File: src/rtl/wishbone_debug_master_pkg.sv
// Shared opcodes, response bytes and FSM state encoding for the byte-stream
// to Wishbone debug bridge.
package dbg_bridge_pkg;

  localparam logic [7:0] OP_READ     = 8'h52;
  localparam logic [7:0] OP_WRITE    = 8'h57;

  localparam logic [7:0] RSP_OK      = 8'h4B;
  localparam logic [7:0] RSP_BADOP   = 8'h3F;
  localparam logic [7:0] RSP_TIMEOUT = 8'h21;

  typedef enum logic [2:0] {
    IDLE,
    ADDR,
    DATA,
    BUS,
    RESP
  } dbg_state_t;

  // Single-byte responses sit in the top byte so the serializer shifts MSB first.
  function automatic logic [31:0] one_byte_rsp(input logic [7:0] b);
    return {b, 24'h000000};
  endfunction

endpackage

File: src/rtl/wishbone_debug_master_if.sv
// Classic Wishbone single-cycle bus bundle with initiator and responder views.
interface wishbone_if;
  logic        cyc;
  logic        stb;
  logic        we;
  logic [31:0] adr;
  logic [3:0]  sel;
  logic [31:0] dat_w;
  logic [31:0] dat_r;
  logic        ack;

  modport master (output cyc, stb, we, adr, sel, dat_w, input dat_r, ack);
  modport slave  (input cyc, stb, we, adr, sel, dat_w, output dat_r, ack);
endinterface

File: src/rtl/wishbone_debug_master.sv
// Host byte-stream command decoder that issues single Wishbone reads/writes
// and serializes the response back onto the transmit byte channel.
module wishbone_debug_master
  import dbg_bridge_pkg::*;
#(
  parameter int TIMEOUT_CYCLES = 1024,
  parameter int CNT_W          = 11
) (
  input  logic       clk,
  input  logic       reset,
  input  logic [7:0] rx_data,
  input  logic       rx_valid,
  output logic [7:0] tx_data,
  output logic       tx_valid,
  input  logic       tx_ready,
  wishbone_if.master wishbone,
  output logic       busy,
  output logic       overrun
);

  localparam logic [CNT_W-1:0] TMO_LAST = CNT_W'(TIMEOUT_CYCLES - 1);

  dbg_state_t       r_state;
  logic             r_is_write;
  logic [1:0]       r_byte_cnt;
  logic [CNT_W-1:0] r_tmo;
  logic [31:0]      r_resp;
  logic [1:0]       r_idx;
  logic             r_cyc;
  logic             r_we;
  logic [31:0]      r_adr;
  logic [3:0]       r_sel;
  logic [31:0]      r_dat_w;
  logic [7:0]       r_tx_data;
  logic             r_tx_valid;
  logic             r_busy;
  logic             r_overrun;
  logic             w_is_cmd;

  assign w_is_cmd = (rx_data == OP_READ) || (rx_data == OP_WRITE);

  assign wishbone.cyc   = r_cyc;
  assign wishbone.stb   = r_cyc;
  assign wishbone.we    = r_we;
  assign wishbone.adr   = r_adr;
  assign wishbone.sel   = r_sel;
  assign wishbone.dat_w = r_dat_w;
  assign tx_data        = r_tx_data;
  assign tx_valid       = r_tx_valid;
  assign busy           = r_busy;
  assign overrun        = r_overrun;

  always_ff @(posedge clk or posedge reset) begin
    if (reset) begin
      r_state    <= IDLE;
      r_is_write <= 1'b0;
      r_byte_cnt <= 2'd0;
      r_tmo      <= '0;
      r_resp     <= 32'h0;
      r_idx      <= 2'd0;
      r_cyc      <= 1'b0;
      r_we       <= 1'b0;
      r_adr      <= 32'h0;
      r_sel      <= 4'hF;
      r_dat_w    <= 32'h0;
      r_tx_data  <= 8'h00;
      r_tx_valid <= 1'b0;
      r_busy     <= 1'b0;
      r_overrun  <= 1'b0;
    end else begin
      // Bytes arriving while the bus or the response owns the bridge are lost.
      if (rx_valid && (r_state == BUS || r_state == RESP)) r_overrun <= 1'b1;

      case (r_state)
        IDLE: begin
          if (rx_valid) begin
            r_busy     <= 1'b1;
            r_byte_cnt <= 2'd0;
            if (w_is_cmd) begin
              r_is_write <= (rx_data == OP_WRITE);
              r_state    <= ADDR;
            end else begin
              r_resp  <= one_byte_rsp(RSP_BADOP);
              r_idx   <= 2'd0;
              r_state <= RESP;
            end
          end
        end

        ADDR: begin
          if (rx_valid) begin
            r_adr      <= {r_adr[23:0], rx_data};
            r_byte_cnt <= r_byte_cnt + 2'd1;
            if (r_byte_cnt == 2'd3) begin
              if (r_is_write) begin
                r_state <= DATA;
              end else begin
                r_state <= BUS;
                r_cyc   <= 1'b1;
                r_we    <= 1'b0;
                r_tmo   <= '0;
              end
            end
          end
        end

        DATA: begin
          if (rx_valid) begin
            r_dat_w    <= {r_dat_w[23:0], rx_data};
            r_byte_cnt <= r_byte_cnt + 2'd1;
            if (r_byte_cnt == 2'd3) begin
              r_state <= BUS;
              r_cyc   <= 1'b1;
              r_we    <= 1'b1;
              r_tmo   <= '0;
            end
          end
        end

        BUS: begin
          // Ack wins over the timeout when both land on the same cycle.
          if (wishbone.ack) begin
            r_cyc   <= 1'b0;
            r_we    <= 1'b0;
            r_state <= RESP;
            if (r_is_write) begin
              r_resp <= one_byte_rsp(RSP_OK);
              r_idx  <= 2'd0;
            end else begin
              r_resp <= wishbone.dat_r;
              r_idx  <= 2'd3;
            end
          end else if (r_tmo == TMO_LAST) begin
            r_cyc   <= 1'b0;
            r_we    <= 1'b0;
            r_state <= RESP;
            r_resp  <= one_byte_rsp(RSP_TIMEOUT);
            r_idx   <= 2'd0;
          end else begin
            r_tmo <= r_tmo + CNT_W'(1);
          end
        end

        RESP: begin
          // tx_valid low here means the first byte has not been presented yet.
          if (!r_tx_valid) begin
            r_tx_valid <= 1'b1;
            r_tx_data  <= r_resp[31:24];
            r_resp     <= {r_resp[23:0], 8'h00};
          end else if (tx_ready) begin
            if (r_idx == 2'd0) begin
              r_tx_valid <= 1'b0;
              r_busy     <= 1'b0;
              r_state    <= IDLE;
            end else begin
              r_tx_data <= r_resp[31:24];
              r_resp    <= {r_resp[23:0], 8'h00};
              r_idx     <= r_idx - 2'd1;
            end
          end
        end

        default: r_state <= IDLE;
      endcase
    end
  end

endmodule

File: src/flat_wrapper.sv
// flat-port wrapper written by rule: the top's interface ports become plain ports
module wishbone_debug_master_flat import dbg_bridge_pkg::*;
#(
  parameter int TIMEOUT_CYCLES = 1024,
  parameter int CNT_W          = 11
)
  (clk, reset, rx_data, rx_valid, tx_data, tx_valid, tx_ready, busy, overrun, wishbone_cyc, wishbone_stb, wishbone_we, wishbone_adr, wishbone_sel, wishbone_dat_w, wishbone_dat_r, wishbone_ack);
  wishbone_if wishbone_i ();
  input  logic clk;
  input  logic reset;
  input  logic [7:0] rx_data;
  input  logic rx_valid;
  output logic [7:0] tx_data;
  output logic tx_valid;
  input  logic tx_ready;
  output logic busy;
  output logic overrun;
  output wire logic [$bits(wishbone_i.cyc)-1:0] wishbone_cyc;
  output wire logic [$bits(wishbone_i.stb)-1:0] wishbone_stb;
  output wire logic [$bits(wishbone_i.we)-1:0] wishbone_we;
  output wire logic [$bits(wishbone_i.adr)-1:0] wishbone_adr;
  output wire logic [$bits(wishbone_i.sel)-1:0] wishbone_sel;
  output wire logic [$bits(wishbone_i.dat_w)-1:0] wishbone_dat_w;
  input wire logic [$bits(wishbone_i.dat_r)-1:0] wishbone_dat_r;
  input wire logic [$bits(wishbone_i.ack)-1:0] wishbone_ack;
  assign wishbone_cyc = wishbone_i.cyc;
  assign wishbone_stb = wishbone_i.stb;
  assign wishbone_we = wishbone_i.we;
  assign wishbone_adr = wishbone_i.adr;
  assign wishbone_sel = wishbone_i.sel;
  assign wishbone_dat_w = wishbone_i.dat_w;
  assign wishbone_i.dat_r = wishbone_dat_r;
  assign wishbone_i.ack = wishbone_ack;
  wishbone_debug_master #(.TIMEOUT_CYCLES(TIMEOUT_CYCLES), .CNT_W(CNT_W)) u_core (.clk(clk), .reset(reset), .rx_data(rx_data), .rx_valid(rx_valid), .tx_data(tx_data), .tx_valid(tx_valid), .tx_ready(tx_ready), .wishbone(wishbone_i), .busy(busy), .overrun(overrun));
endmodule
File: config.mk
export PLATFORM = sky130hd
export DESIGN_NAME = wishbone_debug_master_flat
export DESIGN_NICKNAME = d
export VERILOG_FILES = /design/src/rtl/wishbone_debug_master_pkg.sv /design/src/rtl/wishbone_debug_master_if.sv /design/src/rtl/wishbone_debug_master.sv /design/src/flat_wrapper.sv
export SDC_FILE = /design/constraint.sdc
export NUM_CORES = 1
export LEC_CHECK = 0
export ABC_AREA = 1
export CAP_MARGIN = 20
export CORE_ASPECT_RATIO = 1.25
export CORE_MARGIN = 2
export CORE_UTILIZATION = 51
export CTS_CLUSTER_SIZE = 25
export DETAILED_ROUTE_END_ITERATION = 10
export MAX_ROUTING_LAYER = met4
export PLACE_DENSITY = 0.81
export SLEW_MARGIN = 20
export SYNTH_ARGS = -nofsm -noshare
export SYNTH_HDL_FRONTEND = slang
export SYNTH_SLANG_ARGS = --single-unit
File: constraint.sdc
create_clock -name clk -period 4.8 [get_ports clk]
set_input_delay 0.96 -clock clk [delete_from_list [all_inputs] [get_ports clk]]
set_output_delay 0.96 -clock clk [all_outputs]
set_load 0.02 [all_outputs]
# ---- Word level (Yosys, flattened, before mapping)
# Cells that the tools add are included.
dict set report word_totals {
  regBits 128
  latch_bits 0
  mem_bits_rw 0
  rom_bits 0
  inputBits 45
  output_inout_bits 82
  elab_cells 130
  memories 0
}
dict set report op_classes {
  n_addsub 3
  mul 0
  div_mod_pow 0
  magnitude_cmp 0
  n_eq_ne 27
  shifts 0
  mux 65
  bitwise 0
  reduce_logical 21
}
# cell n
set ops {}
lappend ops {{$mux 32} 8}
lappend ops {{$pmux 32 s3} 1}
lappend ops {{$mux 11} 7}
lappend ops {{$mux 3} 11}
lappend ops {{$pmux 11 s3} 1}
lappend ops {{$mux 8} 3}
lappend ops {{$ne 2x2->1 const B} 12}
lappend ops {{$mux 2} 10}
lappend ops {{$mux 1} 18}
lappend ops {{$eq 8x7->1 const B} 2}
lappend ops {{$pmux 3 s5} 1}
lappend ops {{$reduce_and 7->1} 2}
lappend ops {{$add 11x1->11 const B} 1}
lappend ops {{$eq 11x10->1 const B} 1}
lappend ops {{$ne 3x3->1 const B} 3}
lappend ops {{$reduce_and 3->1} 3}
lappend ops {{$reduce_and 9->1} 1}
lappend ops {{$ne 2x1->1 const B} 4}
lappend ops {{$reduce_and 8->1} 1}
lappend ops {{$eq 3x2->1 const B} 2}
lappend ops {{$pmux 1 s3} 2}
lappend ops {{$pmux 2 s3} 1}
lappend ops {{$reduce_and 6->1} 1}
lappend ops {{$reduce_bool 3->1} 2}
lappend ops {{15 further kinds} 18}

# ---- Logic depth before layout (Yosys ltp)
dict set report logic_depth {
  word_depth 5
  mapped_depth 11
}

# ---- Worst setup path after synthesis
# Ideal clock, no wire load.
dict set report synth_path {
  path_kind {input port to flip-flop}
  start {in rx_valid}
  end {reg u_core.r_resp[19]}
  arrival_time_ns 1.896
  required_time_ns 4.677
  slack_ns 2.781
  cell_stages 9
  n_path_buf 2
  path_cell_list {clkbuf_2 > inv_1 > nand3_1 > nand3_1 > nand2_1 > nand2_4 > buf_2 > o21ai_0 > nand2_1}
}
dict set report synth_between {
  elab_chain_len 2
}
# item line_no
set synth_rtl {}
lappend synth_rtl {{from (decl)} flat_wrapper.sv:12} ;# input logic rx_valid;
lappend synth_rtl {{$ne 2x2->1 (no line)} -}
lappend synth_rtl {{$reduce_and 6->1 (no line)} -}
lappend synth_rtl {{to (signal assigned)} wishbone_debug_master.sv:83} ;# r_resp <= one_byte_rsp(RSP_BADOP);
lappend synth_rtl {{to (signal assigned)} wishbone_debug_master.sv:127} ;# r_resp <= one_byte_rsp(RSP_OK);
lappend synth_rtl {{to (signal assigned)} wishbone_debug_master.sv:130} ;# r_resp <= wishbone.dat_r;
lappend synth_rtl {{to (decl)} wishbone_debug_master.sv:27} ;# logic [31:0] r_resp;
# No other way between the ends.
# A chain may end at the register's enable or synchronous reset.

# ---- Worst setup path after layout
dict set report layout_path {
  start {in rx_valid}
  end {reg u_core.r_resp[22]}
}
# The elaborated chain is that of the path after synthesis.

==> qor.yml <==
worst_setup_path_end_kind: "register"
yosysTopAreaCell: "dfrtp_1"
synth_warnings: 4
ys_types: 40
drv_slew: 0
drive_above_1_share: 0.0975
ys.flop_type: "dfrtp_1"
reg2reg_slack_ns: 2.79
gp_congestion: 0.881
wl_mm: 13.4
rsz0062_at_grt: "false"
finClkSkew_ns: 0.00787
setup_tns_ns: 0
synth_seq_area_share: 0.551
nNetsFinal: 835
vias: 4882
row_count: 43
syn_inst: 670
die_w_um: 99.5
setup_viol: 0
rr_startpoint: "u_core.r_state[2]"
diodes: 0
relSlewSlack: 0.479
synth-seq-cells: 128
cts_tree: "yes"
rr_worst_depth: 8
first_global_vias: 4668
drc: 0
min_period_over_period: 0.523
dp_hpwl_mm: 9.29
clk_path_buf_depth: 2
fmax_mhz: 399
cts-root-buf: "clkbuf_16"
syn2layout_area_growth_pct: 32.5
grt.overflow.total: 0
fin_crit_ns: 2.51
die-area_um2: 12300
synthMostInstantiatedCell: "nand2_1"
hold_start: "u_core.overrun"
startpoint_type: "input port"
ys_top_cells_by_count: "nand2_1 (227), dfrtp_1 (128), o21ai_0 (75)"
die_y_um: 123
netlist_area_um2: 5820
grt_use_total: 0.232
holdBufCountCts: 0
yosys-top-cells-area: "dfrtp_1 (55%), nand2_1 (15%), o21ai_0 (6.5%)"
worstHoldPathType: "reg2reg"
drtPass1Iterations: 6
utilization: 0.692
worstSkewPairLatency_ns: 0.42
synth_top_area_share: 0.551
placedCellCount: 903
ctsResizeCount: 0
critPathRequiredTime_ns: 5.15
ir_drop_mv: 0.346
syn_area_per_cell_um2: 8.68
n_fill_cell: 835
stdcell_count: 935
cpMaxStageDelayCell: "clkdlybuf4s50_1"
vias_per_cell: 5.22
critPathMaxStageDelay_ns: 0.62
finalHoldViolations: 0
ant_nets: 0
cts_buffers: 17
cp_max_fo: 33
htreeDepth: 4
grt_max_degree: 64
wl_per_cell_um: 14.4
cpMostUsedCell: "nand2_1"
async_flop_share: 1.00
cts_sinks: 128
path_class: "in2reg"
worst_hold_path.num_cells: 1
tightest_slew_ns: 0.782
initial_core_util: 0.522
io-pin-count: 127
maxCapViolations: 0
path_cells: "clkdlybuf4s50_1, inv_1, nand3_1, nand3_1, nand2_1, nand2_4, nor2_8, nand2_1, nand2_1"
design_area_um2: 7710
crit_arrival_ns: 2.86
powerDensity_nw_per_um2: 662
fp.coreArea_um2: 11100
grt_first_pass_wirelength_mm: 21.6
postCtsSetupRepairBufs: 0
outcome: "completed"
numPortBuffers: 122
leakage_nw: 3.83
synth_edf_count: 0
r2r-end: "u_core.r_resp[22]"
cts.clk_slew.worst_paths_ns: 0.06
placed_area_um2: 7070
antenna_found_initial: 0
holdPathEnd: "u_core.overrun"
first_iter_violations: 291
## power breakdown
| group | switching [mW] | internal, mW | total, mW |
|---|---|---|---|
| Clock | 0.474 | 0.897 | 1.37 |
| Sequential | 0.265 | 1.45 | 1.71 |
| Combinational | 1.17 | 0.854 | 2.02 |
| Total | 1.90 | 3.20 | 5.10 |
## critical path: cells and delay by family
family        cells  cell delay, ns
buf+inv           2            0.75
simple gates      7            1.14
## worst max-delay path by stage
stage                        start                      end  slack (ns)
after CTS                 rx_valid   u_core.wishbone.adr[4]        2.19
after global placement    rx_valid  u_core.wishbone.adr[14]        1.89
after floorplan              reset              u_core.busy        0.43
final                     rx_valid        u_core.r_resp[22]        2.29
after global routing      rx_valid        u_core.r_resp[22]        2.16
after detailed placement  rx_valid   u_core.wishbone.adr[6]        1.77
## per-layer routing
layer	track usage	part of all wire	vias up
met1	0.269	0.40	2306
met3	0.0639	0.068	20
li1	-	-	2362
met2	0.394	0.52	194
met5	-	0	-
met4	0.0702	0.012	0
## registers in the layout (all words and copies together), names as in the netlist, 2 cells and up
name,cells
u_core.r_byte_cnt,2
u_core.r_idx,2
u_core.r_resp,32
u_core.r_state,3
u_core.r_tmo,11
u_core.tx_data,8
u_core.wishbone.adr,32
u_core.wishbone.dat_w,32
## area by class of cell
type	instances	area [um^2]	share of cell area
clock buffers	19	453	0.0587
clock inverters	13	185	0.0240
inverters	62	240	0.0312
multi-input cells	450	2190	0.284
flip-flops and latches	128	3200	0.415
well taps	135	169	0.0219
repair buffers	128	1270	0.164
## layout by cell type (no fill, tap or decap), types with 5 or more instances in the layout
cell,instances
nand2_1,226
o21ai_1,21
o21ai_0,75
inv_1,56
nor2_1,29
buf_4,6
clkinv_2,5
a21oi_1,20
clkdlybuf4s50_1,122
nand3_1,19
clkbuf_16,17
mux2_2,16
dfrtp_1,128
## metrics by stage
stage | power (mW) | hold WS (ns) | setup slack (ns)
floorplan | 2.90 | 0.446 | 0.427
global placement | 3.66 | 0.448 | 1.89
detailed placement | 3.75 | 0.459 | 1.77
CTS | 5.13 | 0.471 | 2.19
global route | 5.39 | 0.499 | 2.16
finish | 5.10 | 0.469 | 2.29
## logic make-up (layout without fill, tap and decap cells)
logic type	count (synthesis)	in the layout	synth area share
flops	128	128	0.551
buf+inv	95	222	0.0748
mux	16	16	0.0310
other cells	1	4	0.000645
compound gates	126	126	0.113
simple gates	297	297	0.217
xor+xnor	4	4	0.00602
fa+ha+maj	3	3	0.00645
No activity file was read; power rests on OpenSTA's default activity.
